File: config.mk
export PLATFORM = sky130hd
export DESIGN_NAME = reg_file_tagged
export DESIGN_NICKNAME = d
export VERILOG_FILES = /design/src/rtl/reg_file_tagged.sv
export SDC_FILE = /design/constraint.sdc
export NUM_CORES = 2
export LEC_CHECK = 0
export BUFFER_PORTS_ARGS = -buffer_cell sky130_fd_sc_hd__buf_4
export CAP_MARGIN = 10
export CORE_MARGIN = 8
export CORE_UTILIZATION = 45
export DETAILED_ROUTE_END_ITERATION = 7
export PLACE_DENSITY = 0.7
export SLEW_MARGIN = 20
export SYNTH_ARGS = -nofsm -noshare
export SYNTH_HDL_FRONTEND = slang
export SYNTH_SLANG_ARGS = --single-unit
export TNS_END_PERCENT = 30
File: constraint.sdc
create_clock -name clk_in -period 3.2 [get_ports clk_in]
set_input_delay 0.64 -clock clk_in [delete_from_list [all_inputs] [get_ports clk_in]]
set_output_delay 0.64 -clock clk_in [all_outputs]
set_load 0.02 [all_outputs]
File: src/rtl/reg_file_tagged.sv
// Architectural register file with per-register busy bit and producing ROB tag.
// Optional commit-to-read bypass is enabled by defining REGFILE_CMT_BYPASS_EN.
module reg_file_tagged #(
   parameter  int XLEN  = 32,
   parameter  int NREG  = 32,
   parameter  int NRD   = 3,
   parameter  int TAG_W = 4,
   localparam int AW    = (NREG > 1) ? $clog2(NREG) : 1
) (
   input  logic                  clk_in,
   input  logic                  rst_n_in,
   input  logic                  rdy_in,
   input  logic [NRD-1:0]        rd_valid_in,
   input  logic [NRD*AW-1:0]     rd_addr_in,
   output logic [NRD-1:0]        rd_ack_out,
   output logic [NRD*XLEN-1:0]   rd_data_out,
   output logic [NRD-1:0]        rd_busy_out,
   output logic [NRD*TAG_W-1:0]  rd_tag_out,
   input  logic                  iss_valid_in,
   input  logic [AW-1:0]         iss_rd_in,
   input  logic [TAG_W-1:0]      iss_tag_in,
   input  logic                  cmt_valid_in,
   input  logic [AW-1:0]         cmt_rd_in,
   input  logic [TAG_W-1:0]      cmt_tag_in,
   input  logic [XLEN-1:0]       cmt_data_in,
   input  logic                  flush_in
);

   logic [XLEN-1:0]  data_q [NREG];
   logic [TAG_W-1:0] tag_q  [NREG];
   logic [NREG-1:0]  busy_q;

   logic [NRD-1:0][AW-1:0]    rd_addr;
   logic [NRD-1:0][XLEN-1:0]  rd_data_d,  rd_data_q;
   logic [NRD-1:0][TAG_W-1:0] rd_tag_d,   rd_tag_q;
   logic [NRD-1:0]            rd_busy_d,  rd_busy_q;
   logic [NRD-1:0]            rd_ack_q;

   logic cmt_en, cmt_hit, iss_en, flush_en;

   assign rd_addr  = rd_addr_in;
   assign cmt_en   = rdy_in && cmt_valid_in && (cmt_rd_in != '0);
   // A commit only retires the register if no younger rename has replaced its tag.
   assign cmt_hit  = cmt_en && (tag_q[cmt_rd_in] == cmt_tag_in);
   assign flush_en = rdy_in && flush_in;
   assign iss_en   = rdy_in && iss_valid_in && (iss_rd_in != '0) && !flush_in;

   // NOTE: the register array is reset in full because every entry must read as
   // zero after reset; this keeps it out of plain RAM inference on purpose.
   always_ff @(posedge clk_in or negedge rst_n_in) begin
      if (!rst_n_in) begin
         for (int r = 0; r < NREG; r++) begin
            data_q[r] <= '0;
            tag_q[r]  <= '0;
         end
         busy_q <= '0;
      end else begin
         // Entry 0 is never written, so it keeps its reset value of zero.
         for (int r = 1; r < NREG; r++) begin
            if (cmt_en && (cmt_rd_in == AW'(r)))
               data_q[r] <= cmt_data_in;
            if (flush_en) begin
               busy_q[r] <= 1'b0;
            end else if (iss_en && (iss_rd_in == AW'(r))) begin
               busy_q[r] <= 1'b1;
               tag_q[r]  <= iss_tag_in;
            end else if (cmt_hit && (cmt_rd_in == AW'(r))) begin
               busy_q[r] <= 1'b0;
            end
         end
      end
   end

   // NOTE: every output of this block gets a default before any condition, so
   // no path leaves a value unassigned and no latch is inferred.
   always_comb begin
      for (int i = 0; i < NRD; i++) begin
         rd_data_d[i] = data_q[rd_addr[i]];
         rd_busy_d[i] = busy_q[rd_addr[i]];
         rd_tag_d[i]  = tag_q[rd_addr[i]];
`ifdef REGFILE_CMT_BYPASS_EN
         if (cmt_en && (cmt_rd_in == rd_addr[i])) begin
            rd_data_d[i] = cmt_data_in;
            if (cmt_hit)
               rd_busy_d[i] = 1'b0;
         end
`endif
         if (rd_addr[i] == '0) begin
            rd_data_d[i] = '0;
            rd_busy_d[i] = 1'b0;
            rd_tag_d[i]  = '0;
         end
      end
   end

   // Read responses land one cycle after the request; idle ports hold their last value.
   // NOTE: sequential state uses non-blocking assignments so every flop samples
   // pre-edge values regardless of statement order.
   always_ff @(posedge clk_in or negedge rst_n_in) begin
      if (!rst_n_in) begin
         rd_ack_q  <= '0;
         rd_data_q <= '0;
         rd_busy_q <= '0;
         rd_tag_q  <= '0;
      end else begin
         for (int i = 0; i < NRD; i++) begin
            if (rdy_in && rd_valid_in[i]) begin
               rd_ack_q[i]  <= 1'b1;
               rd_data_q[i] <= rd_data_d[i];
               rd_busy_q[i] <= rd_busy_d[i];
               rd_tag_q[i]  <= rd_tag_d[i];
            end else begin
               rd_ack_q[i]  <= 1'b0;
            end
         end
      end
   end

   assign rd_ack_out  = rd_ack_q;
   assign rd_data_out = rd_data_q;
   assign rd_busy_out = rd_busy_q;
   assign rd_tag_out  = rd_tag_q;

endmodule

Yosys cells after proc, flatten, opt, wreduce, memory -nomap -nowiden --
Index checks and enable logic that the tools add are counted.
Cells by class: order comparisons 7, eq/ne operators 63, mux-type cells 132, bitwise logic cells 5, reduce and logical (&&, ||, !) cells 171
Operators with widths (number):
- binary-select mux 32 bit (select 5 bit) | 3
- two-way mux 32 bit | 9
- == test 5 bit, second input constant | 32
- logical AND 1 bit | 103
- two-way mux 1 bit | 102
- nonzero test 3 bit | 31
- binary-select mux 4 bit (select 5 bit) | 4
- == test 5 x 4 -> 1 bit, second input constant | 16
- AND reduction 2 bit | 31
- two-way mux 4 bit | 11
- == test 5 x 3 -> 1 bit, second input constant | 8
- greater-or-equal comparator 6 bit, second input constant | 4
- NOT 5 -> 6 bit | 4
- == test 5 x 2 -> 1 bit, second input constant | 4
- < comparator 5 x 6 -> 1 bit, second input constant | 3
- binary-select mux 1 bit (select 5 bit) | 3
- logical NOT 5 bit | 3
- == test 5 x 1 -> 1 bit, second input constant | 2
- nonzero test 5 bit | 2
- == test 4 bit | 1
- logical NOT 1 bit | 1
- NOT 1 bit | 1
Storage, ports and cells: register bits after elaboration 1261, bits of input ports 74, output and inout bits 114

Longest topological paths before layout --
depth in word-level cells 10, gate-level depth with buffers 12, gate-level depth less buffers 7

Worst setup path after synthesis --
Ideal clock, no wire load.
path kind input port to flip-flop, from in rd_addr_in[0], to reg rd_tag_q (netlist bit rd_tag_out[0]), library setup time 0.142 ns, arrival time 2.784 ns, required time 3.058 ns, setup slack 0.274 ns, cell stages on the path 7, buffers on the path 3, path through buf_2 clkbuf_1 buf_1 mux4_2 mux4_2 mux2i_1 o21ai_0
Between the ends: cells in the longest elaborated chain, start to end 5
Ends and longest elaborated chain:
- start, declared | RTL line 14 | input logic [NRD*AW-1:0] rd_addr_in,
- NOT 5 -> 6 bit (not written as such) | RTL line 80 | rd_tag_d[i] = tag_q[rd_addr[i]];
- binary-select mux 4 bit (select 5 bit) | RTL line 80
- two-way mux 4 bit (not written as such) (2 in a row) | RTL line 80
- two-way mux 4 bit (*) | RTL line 88 | if (rd_addr[i] == '0) begin
- end signal, assigned by index | RTL line 111 | rd_tag_q[i] <= rd_tag_d[i];
- end, declared | RTL line 35 | logic [NRD-1:0][TAG_W-1:0] rd_tag_d, rd_tag_q;
Mark *: on every way between the ends. The rest lies on a longest branch, timed or not. The select of a mux whose other input is x is not followed. A chain may end at the register's enable or synchronous reset.

Worst setup path after layout --
from reg tag_q[34] (netlist name), to reg busy_q[17]
Between the ends: cells in the longest elaborated chain, start to end 7
Ends and longest elaborated chain:
- start, declared | RTL line 30 | logic [TAG_W-1:0] tag_q [NREG];
- start signal, assigned by index | RTL line 66 | tag_q[r] <= iss_tag_in;
- binary-select mux 4 bit (select 5 bit) | RTL line 44 | assign cmt_hit = cmt_en && (tag_q[cmt_rd_in] == cmt_tag_in);
- two-way mux 4 bit (not written as such) (2 in a row) | RTL line 44
- == test 4 bit | RTL line 44
- logical AND 1 bit | RTL line 44
- logical AND 1 bit | RTL line 67 | end else if (cmt_hit && (cmt_rd_in == AW'(r))) begin
- nonzero test 3 bit (no line)
- end signal, assigned | RTL line 56 | busy_q <= '0;
- end signal, assigned by index | RTL line 65 | busy_q[r] <= 1'b1;
- end signal, assigned by index | RTL line 68 | busy_q[r] <= 1'b0;
- end, declared | RTL line 31 | logic [NREG-1:0] busy_q;
No other way between the ends. The select of a mux whose other input is x is not followed.

==> impl_metrics.ini <==
[run_status]
run_status = completed

[routing]
drc_errors = 0
ant_nets = 0
wl_mm = 248
first_pass_iters = 6
num_vias = 49800
drtIter0Drc = 5014
viasPerCell = 6.82
wire_per_inst_um = 34.1

[sta]
worst_slew_pin_slew_ns = 0.834
hold_viol_final = 0
slew_headroom = 0.444
fin_crit_sh = 0.839
slew_violations = 0
period_minus_slack_ns = 2.68
setup_viol = 0
rsz0062_at_grt = no
tns_ns = 0
clock.fmax_mhz = 373
finalClockSkew_ns = 0.0332

[floorplan]
die_w_um = 425
rows = 150
core_mm2 = 0.166
die_y_um = 425
start_util = 0.451
pin_count = 188
die_area_mm2 = 0.180

[setup_path]
critical_path.max_fanout = 31
reg2reg_slack_ns = 0.52
reg2reg_to = busy_q[17]
worst_r2r_startpoint = tag_q[34]
crit_type = flip-flop to flip-flop
required_ns = 3.82
reg2reg_depth = 8
cp.arrival_ns = 3.30
critPathCaptureType = flip-flop
setup.worst_path.start_class = flip-flop

[power_and_ir_drop]
p_sw_mw = 12.9
power_frac_comb = 0.208
total_power_mw = 47.1
vdd_drop_max_v = 0.000547
total_leakage_power_nw = 37.7
pwr-share-clk = 0.367
cellPowerDensity_mw_per_mm2 = 539
switching_share = 0.274
internal_power_mw = 34.2
pwr-share-seq = 0.425

[synthesis]
syn_nets = 4834
syn_area_per_cell_um2 = 15.8
synth_top_area_share = 0.420
synth_edf_count = 0
synth_ff_type = dfrtp_1
yosysSeqAreaShare = 0.420
synth_area_leader_cell = dfrtp_1
yosysWarnings = 37
ys_top_cells_by_area = dfrtp_1, mux4_2, mux2_2, mux2i_1, clkbuf_1
synth_seq_cells = 1261
synthCells = 4760
synth_cell_types = 47
synthArstFlopShare = 1.00
netlist_area_mm2 = 0.0751

[global_routing]
grt_pass1_vias = 52000
grt.total_usage = 0.275
antenna_found_initial = 8
grt-ovfl-total = 0
grt_pass1_wl_mm = 368
grt_max_degree = 107

[worst_hold_path]
whs_endpoint = data_q[507]
hold_start = cmt_data_in[27]
hold_path.class = input pin to flip-flop
hold_path_depth = 2

[cts]
insertion_delay_ns = 0.80
cts_tree = done
htreeDepth = 4
clk_pin_slew_worst_paths_ns = 0.06
cts_sinks = 1261
root_buffer = clkbuf_16
clock_path_buffers = 3
cts_inserted_buffers = 140
cts_setup_buffers = 0

[final_layout]
syn2layout_area_growth_pct = 16.4
n_fill_cell = 13400
fin_nets = 5050
drive_gt1_frac = 0.613

[place]
port_buffers = 187
dp_hpwl_mm = 156
place_congestion = 0.910

[flow_run]
cap_violations = 0
critical path: stages (launching register included):
cell and delay [ns]:
dfrtp_1 0.44, mux4_2 0.49, a32o_1 0.29, a2111oi_2 0.29, a31oi_1 0.09, xor2_1 0.18
nor4_4 0.35, buf_12 0.23, a41oi_1 0.15
stage by stage:
| stage | cells | setup slack (ns) | hold WS, ns | util | area (µm²) |
|---|---|---|---|---|---|
| floorplan | 4760 | 0.274 | 0.344 | - | 75100 |
| global placement | 7037 | 0.0238 | 0.467 | 0.495 | 82500 |
| detailed placement | 7037 | 0.0315 | 0.473 | 0.495 | 82500 |
| CTS | 7289 | 0.540 | 0.280 | 0.525 | 87400 |
| global route | 7292 | 0.393 | 0.341 | 0.525 | 87400 |
| finish | 7293 | 0.517 | 0.340 | 0.525 | 87400 |
per-layer routing:
metal	track usage	part of all wire
met3	0.0560	0.085
met2	0.441	0.48
met4	0.143	0.062
met1	0.356	0.37
met5	0	0.000048
cells in the final DEF, fill, tap and decap left out, types with 31 or more instances in the layout:
| master | instances |
|---|---|
| a22o_1 | 111 |
| buf_12 | 145 |
| buf_4 | 436 |
| clkbuf_16 | 143 |
| clkbuf_8 | 31 |
| dfrtp_1 | 1261 |
| mux2_2 | 1233 |
| mux2i_1 | 135 |
| mux4_2 | 1014 |
| nand2_1 | 139 |
| o21ai_0 | 113 |
cell families (layout without fill, tap and decap cells):
| group | count (synthesis) | after routing | share of synthesized area |
|---|---|---|---|
| compound gates | 317 | 317 | 0.0287 |
| xor+xnor | 4 | 4 | 0.000467 |
| buf+inv | 536 | 861 | 0.0284 |
| flops | 1261 | 1261 | 0.420 |
| mux | 2382 | 2382 | 0.507 |
| other cells | 0 | 4 | 0 |
| simple gates | 260 | 260 | 0.0153 |
flip-flops by register name (all words and copies together) (netlist names):
signal / cells
rd_ack_out: 3
rd_data_out: 96
tag_q: 124
busy_q: 31
data_q: 992
rd_tag_out: 12
rd_busy_out: 3
power groups by stage:
stage | clock, mW | sequential (mW) | combinational [mW]
6_report | 17.3 | 20.0 | 9.79
3_3_place_gp | 0 | 20.0 | 9.63
3_5_place_dp | 0 | 20.2 | 9.81
2_1_floorplan | 0 | 19.8 | 6.50
4_1_cts | 17.5 | 19.9 | 9.84
5_1_grt | 18.1 | 20.3 | 10.3
cell type report:
cell class	count	area, µm²	area share
diodes	4	10.0	0.000115
clock buffers	196	4090	0.0468
clock inverters	55	816	0.00934
inverters	15	56.3	0.000644
multi-input cells	2963	41700	0.478
flip-flops and latches	1261	31600	0.361
well taps	2204	2760	0.0316
repair buffers	595	6370	0.0729
worst max path at each step:
| stage | depth (start not counted) | slack, ns | startpoint | endpoint |
|---|---|---|---|---|
| 3_3_place_gp | 10 | 0.02 | cmt_rd_in[1] | busy_q[18] |
| 3_5_place_dp | 7 | 0.03 | rd_addr_in[10] | rd_data_out[64] |
| 5_1_grt | 8 | 0.39 | tag_q[34] | busy_q[17] |
| 2_1_floorplan | 7 | 0.27 | rd_addr_in[0] | rd_tag_out[0] |
| 4_1_cts | 8 | 0.54 | tag_q[34] | busy_q[17] |
| 6_report | 8 | 0.52 | tag_q[34] | busy_q[17] |
Yosys cell counts (3+ instances only):
master	number
a22o_1	111
nand3_1	7
o21ai_1	3
xor2_1	3
buf_2	72
o21ai_0	113
mux4_2	1014
a41oi_1	6
nor3b_1	4
nor2_1	45
or4_1	3
inv_1	15
clkbuf_1	276
mux2_2	1233
nand3b_1	5
a31oi_1	19
nor3_1	15
dfrtp_1	1261
buf_1	166
a22oi_1	13
mux2i_1	135
nand2_1	152
buf_4	5
a21oi_1	30
o22ai_1	5
nor2b_1	14
nand2b_1	5
timing repair:
action | 4_1_cts | 5_1_grt
hold endpoints to repair | 42 | 0
resized for setup | 0 | 0
hold buffers | 1 | 0
(Power assumes the default switching activity.)
